### src/rtl/gf180mcu_fd_sc_mcu7t5v0__arb_rr.sv
// gf180mcu_fd_sc_mcu7t5v0__arb_rr: round-robin arbiter with break-before-make gap and hold timeout
//   CLK  : rising-edge clock
//   RN   : asynchronous active-low reset
//   EN   : enables new grants (never preempts the current owner)
//   REQ  : level-sensitive request vector
//   GNT  : registered one-hot-or-zero grant
//   BUSY : registered, high while any GNT bit is set
//   TMO  : registered one-cycle pulse after a forced release
//   IDLE : combinational NOR of REQ
module gf180mcu_fd_sc_mcu7t5v0__arb_rr #(
    parameter int N        = 4,
    parameter int MAX_HOLD = 16
) (
    input  logic         CLK,
    input  logic         RN,
    input  logic         EN,
    input  logic [N-1:0] REQ,
    output logic [N-1:0] GNT,
    output logic         BUSY,
    output logic         TMO,
    output logic         IDLE
);
    localparam int PW = $clog2(N);
    localparam int CW = (MAX_HOLD > 0) ? $clog2(MAX_HOLD + 1) : 1;

    typedef enum logic [1:0] {S_IDLE, S_GAP, S_OWN} state_t;

    state_t          r_state, w_state_n;
    logic [N-1:0]    r_gnt, w_gnt_n;
    logic            r_busy, r_tmo, w_tmo_n;
    logic [PW-1:0]   r_ptr, w_ptr_n;
    logic [CW-1:0]   r_cnt, w_cnt_n;
    logic [PW-1:0]   w_sel, w_own, w_idx;
    logic            w_last;

    // scan from the far end so the requester closest to r_ptr wins
    always_comb begin
        w_sel = '0;
        w_idx = '0;
        for (int k = N - 1; k >= 0; k--) begin
            w_idx = PW'((int'(r_ptr) + k) % N);
            if (REQ[w_idx]) w_sel = w_idx;
        end
    end

    always_comb begin
        w_own = '0;
        for (int i = 0; i < N; i++) if (r_gnt[i]) w_own = PW'(i);
    end

    assign w_last = (MAX_HOLD != 0) && (r_cnt == CW'(MAX_HOLD - 1));

    always_comb begin
        w_state_n = r_state;
        w_gnt_n   = r_gnt;
        w_tmo_n   = 1'b0;
        w_ptr_n   = r_ptr;
        w_cnt_n   = r_cnt;
        if (r_state == S_OWN) begin
            // a falling request wins over a coincident timeout, so TMO only flags true overstays
            if (!REQ[w_own] || w_last) begin
                w_gnt_n   = '0;
                w_tmo_n   = REQ[w_own];
                w_ptr_n   = (w_own == PW'(N - 1)) ? '0 : w_own + 1'b1;
                w_state_n = S_GAP;
            end else begin
                w_cnt_n = r_cnt + 1'b1;
            end
        end else if (EN && |REQ) begin
            w_gnt_n   = {{(N-1){1'b0}}, 1'b1} << w_sel;
            w_cnt_n   = '0;
            w_state_n = S_OWN;
        end else begin
            w_gnt_n   = '0;
            w_state_n = S_IDLE;
        end
    end

    always_ff @(posedge CLK or negedge RN) begin
        if (!RN) begin
            r_state <= S_IDLE;
            r_gnt   <= '0;
            r_busy  <= 1'b0;
            r_tmo   <= 1'b0;
            r_ptr   <= '0;
            r_cnt   <= '0;
        end else begin
            r_state <= w_state_n;
            r_gnt   <= w_gnt_n;
            r_busy  <= |w_gnt_n;
            r_tmo   <= w_tmo_n;
            r_ptr   <= w_ptr_n;
            r_cnt   <= w_cnt_n;
        end
    end

    assign GNT  = r_gnt;
    assign BUSY = r_busy;
    assign TMO  = r_tmo;
    assign IDLE = ~|REQ;

endmodule

### config.mk
export PLATFORM = sky130hd
export DESIGN_NAME = gf180mcu_fd_sc_mcu7t5v0__arb_rr
export DESIGN_NICKNAME = d
export VERILOG_FILES = /design/src/rtl/gf180mcu_fd_sc_mcu7t5v0__arb_rr.sv
export SDC_FILE = /design/constraint.sdc
export NUM_CORES = 1
export LEC_CHECK = 0
export ABC_CLOCK_PERIOD_IN_PS = 2500
export BUFFER_PORTS_ARGS = -buffer_cell sky130_fd_sc_hd__buf_2
export CORE_UTILIZATION = 53
export DETAILED_ROUTE_END_ITERATION = 16
export GPL_TIMING_DRIVEN = 0
export PLACE_DENSITY_LB_ADDON = 0.3
export SLEW_MARGIN = 10
export SYNTH_ARGS = -nofsm -noshare
export SYNTH_HDL_FRONTEND = slang
export SYNTH_SLANG_ARGS = --single-unit
### constraint.sdc
create_clock -name CLK -period 2.5 [get_ports CLK]
set_clock_uncertainty 0.05 [all_clocks]
set_input_delay 0.5 -clock CLK [delete_from_list [all_inputs] [get_ports CLK]]
set_output_delay 0.5 -clock CLK [all_outputs]
set_load 0.005 [all_outputs]
==> run_results.csv <==
group,metric,value,unit
worst_setup_path,reg2reg_from,"r_cnt[0]",
synthesis,synth_cells,80,
worst_setup_path,crit_fanout,9,
floorplanning,die_w,41.7,um
synthesis,ys_seq_area_share,45.0,%
worst_setup_path,critPathArrivalTime,2.34,ns
power,p_leak,0.475,nW
routing,drc_errors,0,
clock_network,cts_sinks,15,
power,swShare,39.4,%
worst_setup_path,r2r_slack,0.26,ns
place,gp_congestion,0.872,
synthesis,ys_top_cells_by_area,"dfrtp_1 (45%), mux2_4 (5.4%), o211ai_1 (4.5%)",
grt,grt_max_degree,16,
timing,fmaxAchievable,447,MHz
clock_network,cts_tree,"yes",
worst_hold_path,min_path_type,"input pin to asynchronous set/reset pin",
routing,viasPerCell,6.03,
worst_setup_path,worstSetupStartpointType,"register",
finish,finalNetCount,107,
floorplanning,die-height,41.7,um
clock_network,path_clk_slew,0.09,ns
synthesis,synth_top_area_share,45.0,%
synthesis,synth_cell_types,32,
timing,drv_slew,0,
routing,drt_iter0_drc,22,
timing,grt_setup_unrepaired,"false",
grt,grtUsageTotal,21.5,%
timing,setup_viol,0,
synthesis,synth_top_family_by_area,"compound AO/OA/AOI/OAI gates",
floorplanning,core,1380,sq um
clock_network,root_buffer,"clkbuf_4",
finish,multi_input_area,423,sq um
clock_network,cts_max_level,1,
timing,fin_crit,2.24,ns
floorplanning,core.rowCount,13,
synthesis,yosysTopAreaCell,"dfrtp_1",
synthesis,synth_warnings,0,
worst_setup_path,crit_required,2.60,ns
timing,worst_pin_slew,0.473,ns
status,status,"completed",
floorplanning,die-area,1730,sq um
place,port_buffers,13,
clock_network,cts_buffer_depth,2,
synthesis,synth_edf_count,0,
power,netSwitchingPower,0.000352,W
routing,ant_nets,0,
finish,fill_cells,103,
clock_network,ctsHoldBuffers,0,
floorplanning,io_pins,14,
finish,seqCellArea,375,sq um
power,seqPwrFrac,41.0,%
worst_setup_path,r2r_end,"r_cnt[3]",
clock_network,clkLatencyLatePin,0.29,ns
synthesis,syn_area_per_cell,10.4,sq um
finish,drive_above_1_share,24.7,%
synthesis,synth_xor_area_share,0,%
clock_network,cts-resized-gates,0,
power,p_per_area,948,nW/um^2
timing,fin_crit_sh,89.5,%
routing,avgRoutedWirePerCell,14.5,um
power,combPwrFrac,43.1,%
synthesis,synth_fa_ha_area_share,3.00,%
timing,tns,0,ns
synthesis,ys_ff_latch,15,
synthesis,async_flop_share,100,%
timing,hold_violations,0,
routing,firstDrtPassIters,4,
synthesis,synth_fp_nets,89,
grt,antenna_found_initial,0,
synthesis,mappedNetlistArea,833,sq um
worst_setup_path,cp_cell_sequence,"ha_1, and3_1, ha_1, and3b_1, a211oi_4, nand2b_2, o31ai_1",
worst_setup_path,end_kind,"register",
timing,hold_ws,0.0462,ns
synthesis,ys.flop_type,"dfrtp_1",
grt,gr-total-overflow,0,
worst_setup_path,cp_slowest_stage_delay,0.45,ns
run,drv_cap,0,
grt,grt_pass1_vias,654,
power,internal_power,0.000542,W
timing,max-slew-margin-rel,68.4,%
synthesis,synth-simple-area-share,18.5,%
power,pwr-share-clk,15.8,%
finish,final_common_cell,"dfrtp_1",
power,ir_worst_vdd,0.569,mV
worst_setup_path,crit_slowest_cell,"a211oi_4",
synthesis,synth_compound_area_share,22.7,%
routing,num_vias,675,
grt,grt_pass1_wl,2900,um
routing,wl,1620,um
floorplanning,start_util,60.3,%
finish,antenna_cells,0,
worst_setup_path,crit_path_frequent_cell,"ha_1",
finish,area_growth,13.2,%
finish,mostFrequentLayoutCells,"dfrtp_1 (15), buf_2 (14), inv_1 (7), o211ai_1 (5)",
worst_setup_path,reg2reg_depth,7,
worst_setup_path,crit_type,"register to register",
synthesis,muxShareOfSynthArea,6.61,%
place,place_hpwl,1200,um
clock_network,post_cts_buffers,0,
clock_network,cts_buffers,3,
sequential cells by signal, indices dropped and copies added, names as in the netlist:
name     cells
BUSY         1
GNT          4
TMO          1
r_cnt        5
r_ptr        2
r_state      2
cell type report:
class	instances	area share, %
tap	15	1.99
clock buffer	4	2.79
timing repair buffer	13	6.90
sequential	15	39.8
inverter	7	2.79
buffer	2	0.928
multi-input combinational	56	44.8
kinds of logic (layout without fill, tap and decap cells):
| kind of cell | after synthesis | after routing |
|---|---|---|
| mux | 4 | 4 |
| compound gates | 25 | 25 |
| fa+ha+maj | 2 | 2 |
| buf+inv | 9 | 26 |
| flops | 15 | 15 |
| simple gates | 25 | 25 |
per-layer routing:
metal	GRT usage, %	vias up	part of all wire, %
met4	7.74	0	1.6
met1	32.5	317	49
met3	2.61	5	2.9
met2	31.6	20	46
li1	-	333	-
met5	0	-	0
power by group through the flow:
stage	Combinational, W	Clock [W]	Sequential, W
2_1_floorplan	0.000292	0	0.000360
3_3_place_gp	0.000376	0	0.000368
3_5_place_dp	0.000384	0	0.000371
4_1_cts	0.000384	0.000143	0.000367
5_1_grt	0.000430	0.000157	0.000377
6_report	0.000386	0.000141	0.000367
worst max path at each step:
stage	cells past startpoint	endpoint	from	slack (ns)
2_1_floorplan	7	r_ptr[0]	r_cnt[0]	0.51
3_3_place_gp	7	GNT[3]	r_cnt[0]	0.32
3_5_place_dp	7	GNT[2]	r_cnt[0]	0.30
4_1_cts	7	r_cnt[3]	r_cnt[0]	0.28
5_1_grt	7	r_cnt[3]	r_cnt[0]	0.1
6_report	7	r_cnt[3]	r_cnt[0]	0.26
synth_stat cells, drive strengths merged, types with 2 or more instances:
master   n
a21oi    2
a32o     2
and3     3
dfrtp   15
ha       2
inv      7
mux2     3
nand2    5
nand2b   3
nand3    3
nor2     4
nor2b    2
o211ai   5
o21ai    7
o31ai    2
o32ai    2
stage by stage:
| stage | power [W] | cell area [sq um] | std cells | utilization [%] | setup WS [ns] |
|---|---|---|---|---|---|
| after floorplan | 0.000652 | 833 | 80 | - | 0.506 |
| after global placement | 0.000744 | 917 | 108 | 66.3 | 0.319 |
| after detailed placement | 0.000755 | 917 | 108 | 66.3 | 0.297 |
| after CTS | 0.000893 | 943 | 112 | 68.2 | 0.279 |
| after global routing | 0.000964 | 943 | 112 | 68.2 | 0.0971 |
| final | 0.000894 | 943 | 112 | 68.2 | 0.263 |
worst max-delay path, delay by kind of cell (launching register included):
kind,cells,cell delay (ns)
AOI/OAI and AO/OA,2,0.56
and+or+nand+nor,3,0.70
DFF,1,0.40
adders and majority gates,2,0.40
Note: power is estimated with default switching activity, not from simulation.
